[config.mk]
export PLATFORM = sky130hd
export DESIGN_NAME = field_line_clear
export DESIGN_NICKNAME = d
export VERILOG_FILES = /design/src/rtl/tetris_pkg.sv /design/src/rtl/field_row_collapse.sv /design/src/rtl/field_line_clear.sv
export SDC_FILE = /design/constraint.sdc
export NUM_CORES = 2
export LEC_CHECK = 0
export ABC_CLOCK_PERIOD_IN_PS = 7600
export CAP_MARGIN = 40
export CORE_AREA = 2 2 317 319
export CTS_BUF_LIST = sky130_fd_sc_hd__clkbuf_4 sky130_fd_sc_hd__clkbuf_8 sky130_fd_sc_hd__clkbuf_16
export DETAILED_ROUTE_END_ITERATION = 6
export DIE_AREA = 0 0 319 321
export PLACE_DENSITY_LB_ADDON = 0.12
export SLEW_MARGIN = 20
export SYNTH_ARGS = -nofsm -noshare
export SYNTH_HDL_FRONTEND = slang
export SYNTH_SLANG_ARGS = --single-unit
[constraint.sdc]
create_clock -name clk -period 7.6 [get_ports clk]
set_input_delay 1.52 -clock clk [delete_from_list [all_inputs] [get_ports clk]]
set_output_delay 1.52 -clock clk [all_outputs]
set_load 0.01 [all_outputs]
[src/rtl/tetris_pkg.sv]
// Shared playfield definitions: field geometry, line-clear FSM encoding and
// the row-slice convention used by the merge and line-clear stages.
package tetris_pkg;

    localparam int FIELD_W    = 20;
    localparam int FIELD_H    = 20;
    localparam int FIELD_BITS = FIELD_W * FIELD_H;

    // Row pointer and cleared-line counter widths (both hold 0..FIELD_H).
    localparam int PTR_W = 5;
    localparam int CNT_W = 5;

    // Line-clear controller states.
    typedef enum logic [1:0] {
        LC_IDLE = 2'd0,
        LC_SCAN = 2'd1,
        LC_DONE = 2'd2
    } lc_state_t;

    // Row r of a field lives at [r*FIELD_W +: FIELD_W]; row 0 is the top
    // row and bit c of a row is column c.
    function automatic logic [FIELD_W-1:0] field_row(
        input logic [FIELD_BITS-1:0] fld,
        input int                    r
    );
        return fld[r*FIELD_W +: FIELD_W];
    endfunction

endpackage

[src/rtl/field_row_collapse.sv]
// Combinational row test and collapse for the line-clear engine. Reports
// whether row ptr is full, and produces the field with row ptr removed:
// every row at or above ptr drops by one and a zero row enters at the top.
module field_row_collapse
    import tetris_pkg::*;
#(
    parameter int WIDTH  = FIELD_W,
    parameter int HEIGHT = FIELD_H
) (
    input  logic [WIDTH*HEIGHT-1:0] fld,
    input  logic [PTR_W-1:0]        ptr,
    output logic                    row_full,
    output logic [WIDTH*HEIGHT-1:0] fld_collapsed
);

    // Full-row detect on the row selected by ptr; an out-of-range ptr is never full.
    always_comb begin
        row_full = 1'b0;
        for (int r = 0; r < HEIGHT; r++) begin
            if (PTR_W'(r) == ptr) begin
                row_full = &fld[r*WIDTH +: WIDTH];
            end
        end
    end

    // Shift mux: rows below ptr stay put, rows 1..ptr take the row above,
    // and row 0 always refills with zeros.
    always_comb begin
        fld_collapsed = fld;
        fld_collapsed[0 +: WIDTH] = '0;
        for (int r = 1; r < HEIGHT; r++) begin
            if (PTR_W'(r) <= ptr) begin
                fld_collapsed[r*WIDTH +: WIDTH] = fld[(r-1)*WIDTH +: WIDTH];
            end
        end
    end

endmodule

[src/rtl/field_line_clear.sv]
// Post-lock line-clear engine. Scans the merged field bottom-up one row per
// cycle, removes every full row and returns the compacted field together
// with the number of rows removed.
//
// Handshake: start is sampled only while idle (busy=0, done=0); it is
// ignored at all other times and never queued. busy is high for the whole
// scan, and done pulses for exactly one cycle with busy low; field_out and
// lines_cleared are valid in that cycle and hold until the next done.
module field_line_clear
    import tetris_pkg::*;
#(
    parameter int WIDTH  = FIELD_W,
    parameter int HEIGHT = FIELD_H
) (
    input  logic                    clk,
    input  logic                    rst_n,
    input  logic                    start,
    input  logic [WIDTH*HEIGHT-1:0] field_in,
    output logic                    busy,
    output logic                    done,
    output logic [WIDTH*HEIGHT-1:0] field_out,
    output logic [CNT_W-1:0]        lines_cleared,
    output lc_state_t               o_dbg_state
);

    lc_state_t               r_state;
    logic [WIDTH*HEIGHT-1:0] r_fld;
    logic [PTR_W-1:0]        r_ptr;
    logic [CNT_W-1:0]        r_cnt;
    logic                    r_busy;
    logic                    r_done;
    logic [WIDTH*HEIGHT-1:0] r_field_out;
    logic [CNT_W-1:0]        r_lines;

    logic                    w_row_full;
    logic [WIDTH*HEIGHT-1:0] w_collapsed;

    field_row_collapse #(
        .WIDTH  (WIDTH),
        .HEIGHT (HEIGHT)
    ) u_collapse (
        .fld           (r_fld),
        .ptr           (r_ptr),
        .row_full      (w_row_full),
        .fld_collapsed (w_collapsed)
    );

    // Controller: latch on start, test one row per cycle, publish results.
    // A full row keeps ptr in place so the row that dropped into it is
    // re-tested; the zero row injected at the top guarantees termination.
    always_ff @(posedge clk) begin
        if (!rst_n) begin
            r_state     <= LC_IDLE;
            r_fld       <= '0;
            r_ptr       <= '0;
            r_cnt       <= '0;
            r_busy      <= 1'b0;
            r_done      <= 1'b0;
            r_field_out <= '0;
            r_lines     <= '0;
        end else begin
            case (r_state)
                LC_IDLE: begin
                    r_done <= 1'b0;
                    if (start) begin
                        r_fld   <= field_in;
                        r_ptr   <= PTR_W'(HEIGHT - 1);
                        r_cnt   <= '0;
                        r_busy  <= 1'b1;
                        r_state <= LC_SCAN;
                    end
                end
                LC_SCAN: begin
                    if (w_row_full) begin
                        r_fld <= w_collapsed;
                        r_cnt <= r_cnt + CNT_W'(1);
                    end else if (r_ptr == '0) begin
                        // Results are registered on entry so they are valid
                        // in the same cycle that done is high.
                        r_field_out <= r_fld;
                        r_lines     <= r_cnt;
                        r_done      <= 1'b1;
                        r_busy      <= 1'b0;
                        r_state     <= LC_DONE;
                    end else begin
                        r_ptr <= r_ptr - PTR_W'(1);
                    end
                end
                LC_DONE: begin
                    r_done  <= 1'b0;
                    r_state <= LC_IDLE;
                end
                default: begin
                    r_busy  <= 1'b0;
                    r_done  <= 1'b0;
                    r_state <= LC_IDLE;
                end
            endcase
        end
    end

    assign busy          = r_busy;
    assign done          = r_done;
    assign field_out     = r_field_out;
    assign lines_cleared = r_lines;
    assign o_dbg_state   = r_state;

endmodule

==> flow_metrics.env <==
export IMPL_status="finished, final reports clean"
export IMPL_cts_resized=0
export IMPL_max_freq_mhz=208
export IMPL_holdWs_ns=0.456
export IMPL_layout_nets=5236
export IMPL_crit_cells=12
export IMPL_synth_top_area_share_pct=45.7
export IMPL_pin_count=812
export IMPL_cts_buffers=94
export IMPL_routabilityCongestion=0.882
export IMPL_synthArstFlopShare_pct=0
export IMPL_seq_area_mm2=0.0164
export IMPL_hold_viol=0
export IMPL_cp_startpoint="r_ptr[0]"
export IMPL_clock_sinks=819
export IMPL_fillers=9832
export IMPL_grt_pass1_vias=33500
export IMPL_worst_r2r_setup_slack_ns=2.79
export IMPL_core_area_mm2=0.0993
export IMPL_clkPwrFrac_pct=29.8
export IMPL_path_class="flop to flop"
export IMPL_synth_area_mm2=0.0358
export IMPL_cts_tree="done"
export IMPL_r2r_end="r_fld[315]"
export IMPL_mostFrequentLayoutCells="dfxtp_1 (819), clkdlybuf4s50_1 (810), nand2_1 (571), a211oi_1 (543), nand3_1 (439)"
export IMPL_syn_inst=4326
export IMPL_fin_area_mm2=0.0475
export IMPL_multiInputGateArea_mm2=0.0163
export IMPL_critPathSlowestCell="a21o_1"
export IMPL_synth_edf_count=0
export IMPL_dr_first_iter_drc_count=3427
export IMPL_final_common_cell="dfxtp_1"
export IMPL_place_hpwl_um=111000
export IMPL_power_total_mw=15.6
export IMPL_firstDrtPassIters=6
export IMPL_clk_path_buf_depth=3
export IMPL_ant_nets=0
export IMPL_track_usage_pct=28.9
export IMPL_relSlewSlack_pct=12.9
export IMPL_place_inst=6022
export IMPL_internal_power_mw=9.60
export IMPL_placed_cell_area_mm2=0.0442
export IMPL_yosysTopAreaCell="dfxtp_1"
export IMPL_grt_setup_unrepaired="false"
export IMPL_initial_core_util_pct=36.1
export IMPL_synth_top_flop_cell="dfxtp_1"
export IMPL_fin_cells=6201
export IMPL_finalCritPeriodShare_pct=63.3
export IMPL_slowest_delay_ns=0.62
export IMPL_ys_seq_area_share_pct=45.7
export IMPL_required_ns=8.15
export IMPL_root_buffer="clkbuf_16"
export IMPL_maxCapViolations=0
export IMPL_combPwrFrac_pct=32.4
export IMPL_drv_slew=0
export IMPL_vias_per_cell=5.72
export IMPL_cp_max_fo=147
export IMPL_fin_crit_ns=4.81
export IMPL_drc=0
export IMPL_rows=116
export IMPL_grt_pass1_wl_um=226000
export IMPL_holdBufCountCts=0
export IMPL_num_vias=35500
export IMPL_cts_reportedPaths_clkPinSlew_ns=0.06
export IMPL_ff2ff_path_depth=12
export IMPL_hp_class="flop to flop"
export IMPL_synth_cell_types=59
export IMPL_avgRoutedWirePerCell_um=25.2
export IMPL_htree_levels=3
export IMPL_yosysWarnings=0
export IMPL_worstReg2RegStart="r_ptr[0]"
export IMPL_wl_um=156000
export IMPL_start_kind="flop"
export IMPL_postCtsSetupRepairBufs=0
export IMPL_crit_path_end_kind="flop"
export IMPL_p_leak_nw=16.5
export IMPL_cp_top_family="compound AO/OA/AOI/OAI gates"
export IMPL_p_seq_share_pct=37.8
export IMPL_endpoint="r_fld[315]"
export IMPL_final_setup_tns_ns=0
export IMPL_grt_overflow=0
export IMPL_critPathBufInv=2
export IMPL_syn_to_final_growth_pct=32.5
export IMPL_die_height_um=321
export IMPL_portBuffers=811
export IMPL_drive_gt1_share_pct=5.51
export IMPL_syn_nets=4735
export IMPL_dieArea_mm2=0.102
export IMPL_synthTopCellsByArea="dfxtp_1 (46%), a211oi_1 (11%), nand3_1 (6.1%), nand2_1 (6.0%), o31ai_1 (5.9%)"
export IMPL_worst_endpoint_arrival_ns=5.36
export IMPL_die_x_um=319
export IMPL_critical_path_cell_chain="clkinv_1 > ha_1 > nand4b_1 > nor4b_1 > a21oi_1 > a41oi_1 > a21boi_0 > a31o_4 > nand3_4 > buf_12 > a21o_1 > a211oi_1"
export IMPL_power_switching_mw=5.98
export IMPL_grt_max_degree=249
export IMPL_finalSetupViolations=0
export IMPL_p_sw_share_pct=38.4
export IMPL_worst_slew_pin_slew_ns=1.31
export IMPL_irDropWorstVdd_uv=208
export IMPL_skew_ns=0.0302
export IMPL_antenna_found_initial=8
export IMPL_avgSynthCellArea_um2=8.28
export IMPL_power_density_mw_per_mm2=328
export IMPL_ys_seq_elements=819
export IMPL_clk_latency_ns=0.66
-- flip-flops by register name, summed over array words and instances, names as in the netlist --
name           cells
busy               1
done               1
field_out        400
lines_cleared      5
o_dbg_state        2
r_cnt              5
r_fld            400
r_ptr              5
-- metal layers --
metal	global-route usage (%)	up-vias	share of wire [%]
li1	-	16900	-
met5	0	-	0.026
met2	48.4	1260	47
met4	9.39	6	3.2
met1	37.5	17100	43
met3	5.36	211	6.2
-- power groups by stage --
| stage | Sequential [mW] | Clock [mW] | Combinational [mW] |
|---|---|---|---|
| after floorplan | 5.73 | 0 | 3.21 |
| after global placement | 5.93 | 0 | 4.92 |
| after detailed placement | 5.93 | 0 | 4.97 |
| after CTS | 5.85 | 4.71 | 5.00 |
| after global routing | 5.96 | 4.89 | 5.45 |
| final | 5.88 | 4.65 | 5.05 |
-- how the worst min path moves through the flow --
| stage | startpoint | to | slack, ns | cells past startpoint |
|---|---|---|---|---|
| after global placement | field_out[0] | field_out[0] | 0.44 | 2 |
| after detailed placement | field_out[200] | field_out[200] | 0.45 | 2 |
| after floorplan | r_cnt[4] | lines_cleared[4] | 0.44 | 2 |
| after CTS | field_out[233] | field_out[233] | 0.46 | 2 |
| final | field_out[200] | field_out[200] | 0.46 | 2 |
| after global routing | field_out[233] | field_out[233] | 0.47 | 2 |
-- cells by family after synthesis --
kind of cell	Yosys count	synth area share [%]
mux	1	0.0279
flops	819	45.7
simple gates	1204	15.4
fa+ha+maj	6	0.209
compound gates	1541	29.8
xor+xnor	1	0.0244
buf+inv	754	8.88
-- stage by stage --
step                worst slack (ns)  utilization, %
CTS                             2.91            47.7
global route                    2.62            47.8
global placement                2.98            44.4
finish                          2.79            47.8
floorplan                       4.31               -
detailed placement              2.93            44.5
-- cell usage after synthesis (10+ instances only) --
| cell type | n |
|---|---|
| dfxtp_1 | 819 |
| nand2_1 | 572 |
| a211oi_1 | 543 |
| nand3_1 | 439 |
| clkbuf_1 | 326 |
| inv_1 | 284 |
| o31ai_1 | 282 |
| o21ai_0 | 267 |
| o22ai_1 | 120 |
| nand4_1 | 97 |
| o21ai_1 | 86 |
| buf_4 | 68 |
| a21boi_0 | 61 |
| buf_2 | 60 |
| a21oi_1 | 40 |
| o221ai_1 | 40 |
| a2bb2oi_1 | 39 |
| nor2_1 | 31 |
| a211oi_2 | 18 |
| a21o_1 | 15 |
| buf_1 | 12 |
| nor3_1 | 11 |
| nor4_1 | 10 |
| or3_1 | 10 |
-- worst reg2reg max path, delay by kind of cell (launching register included) --
kind / cells / cell delay, ns
compound gates: 6 / 2.26
flops: 1 / 0.49
buf+inv: 2 / 0.57
fa+ha+maj: 1 / 0.38
simple gates: 3 / 1.02
-- layout make-up --
class / count / share of cell area (%)
antenna: 3 / 0.0158
clock buffer: 145 / 6.24
clock inverter: 24 / 0.427
inverter: 285 / 2.27
multi-input combinational: 2753 / 34.4
sequential: 819 / 34.5
tap: 1298 / 3.42
timing repair buffer: 874 / 18.7
Power figures use the tool's default switching activity.
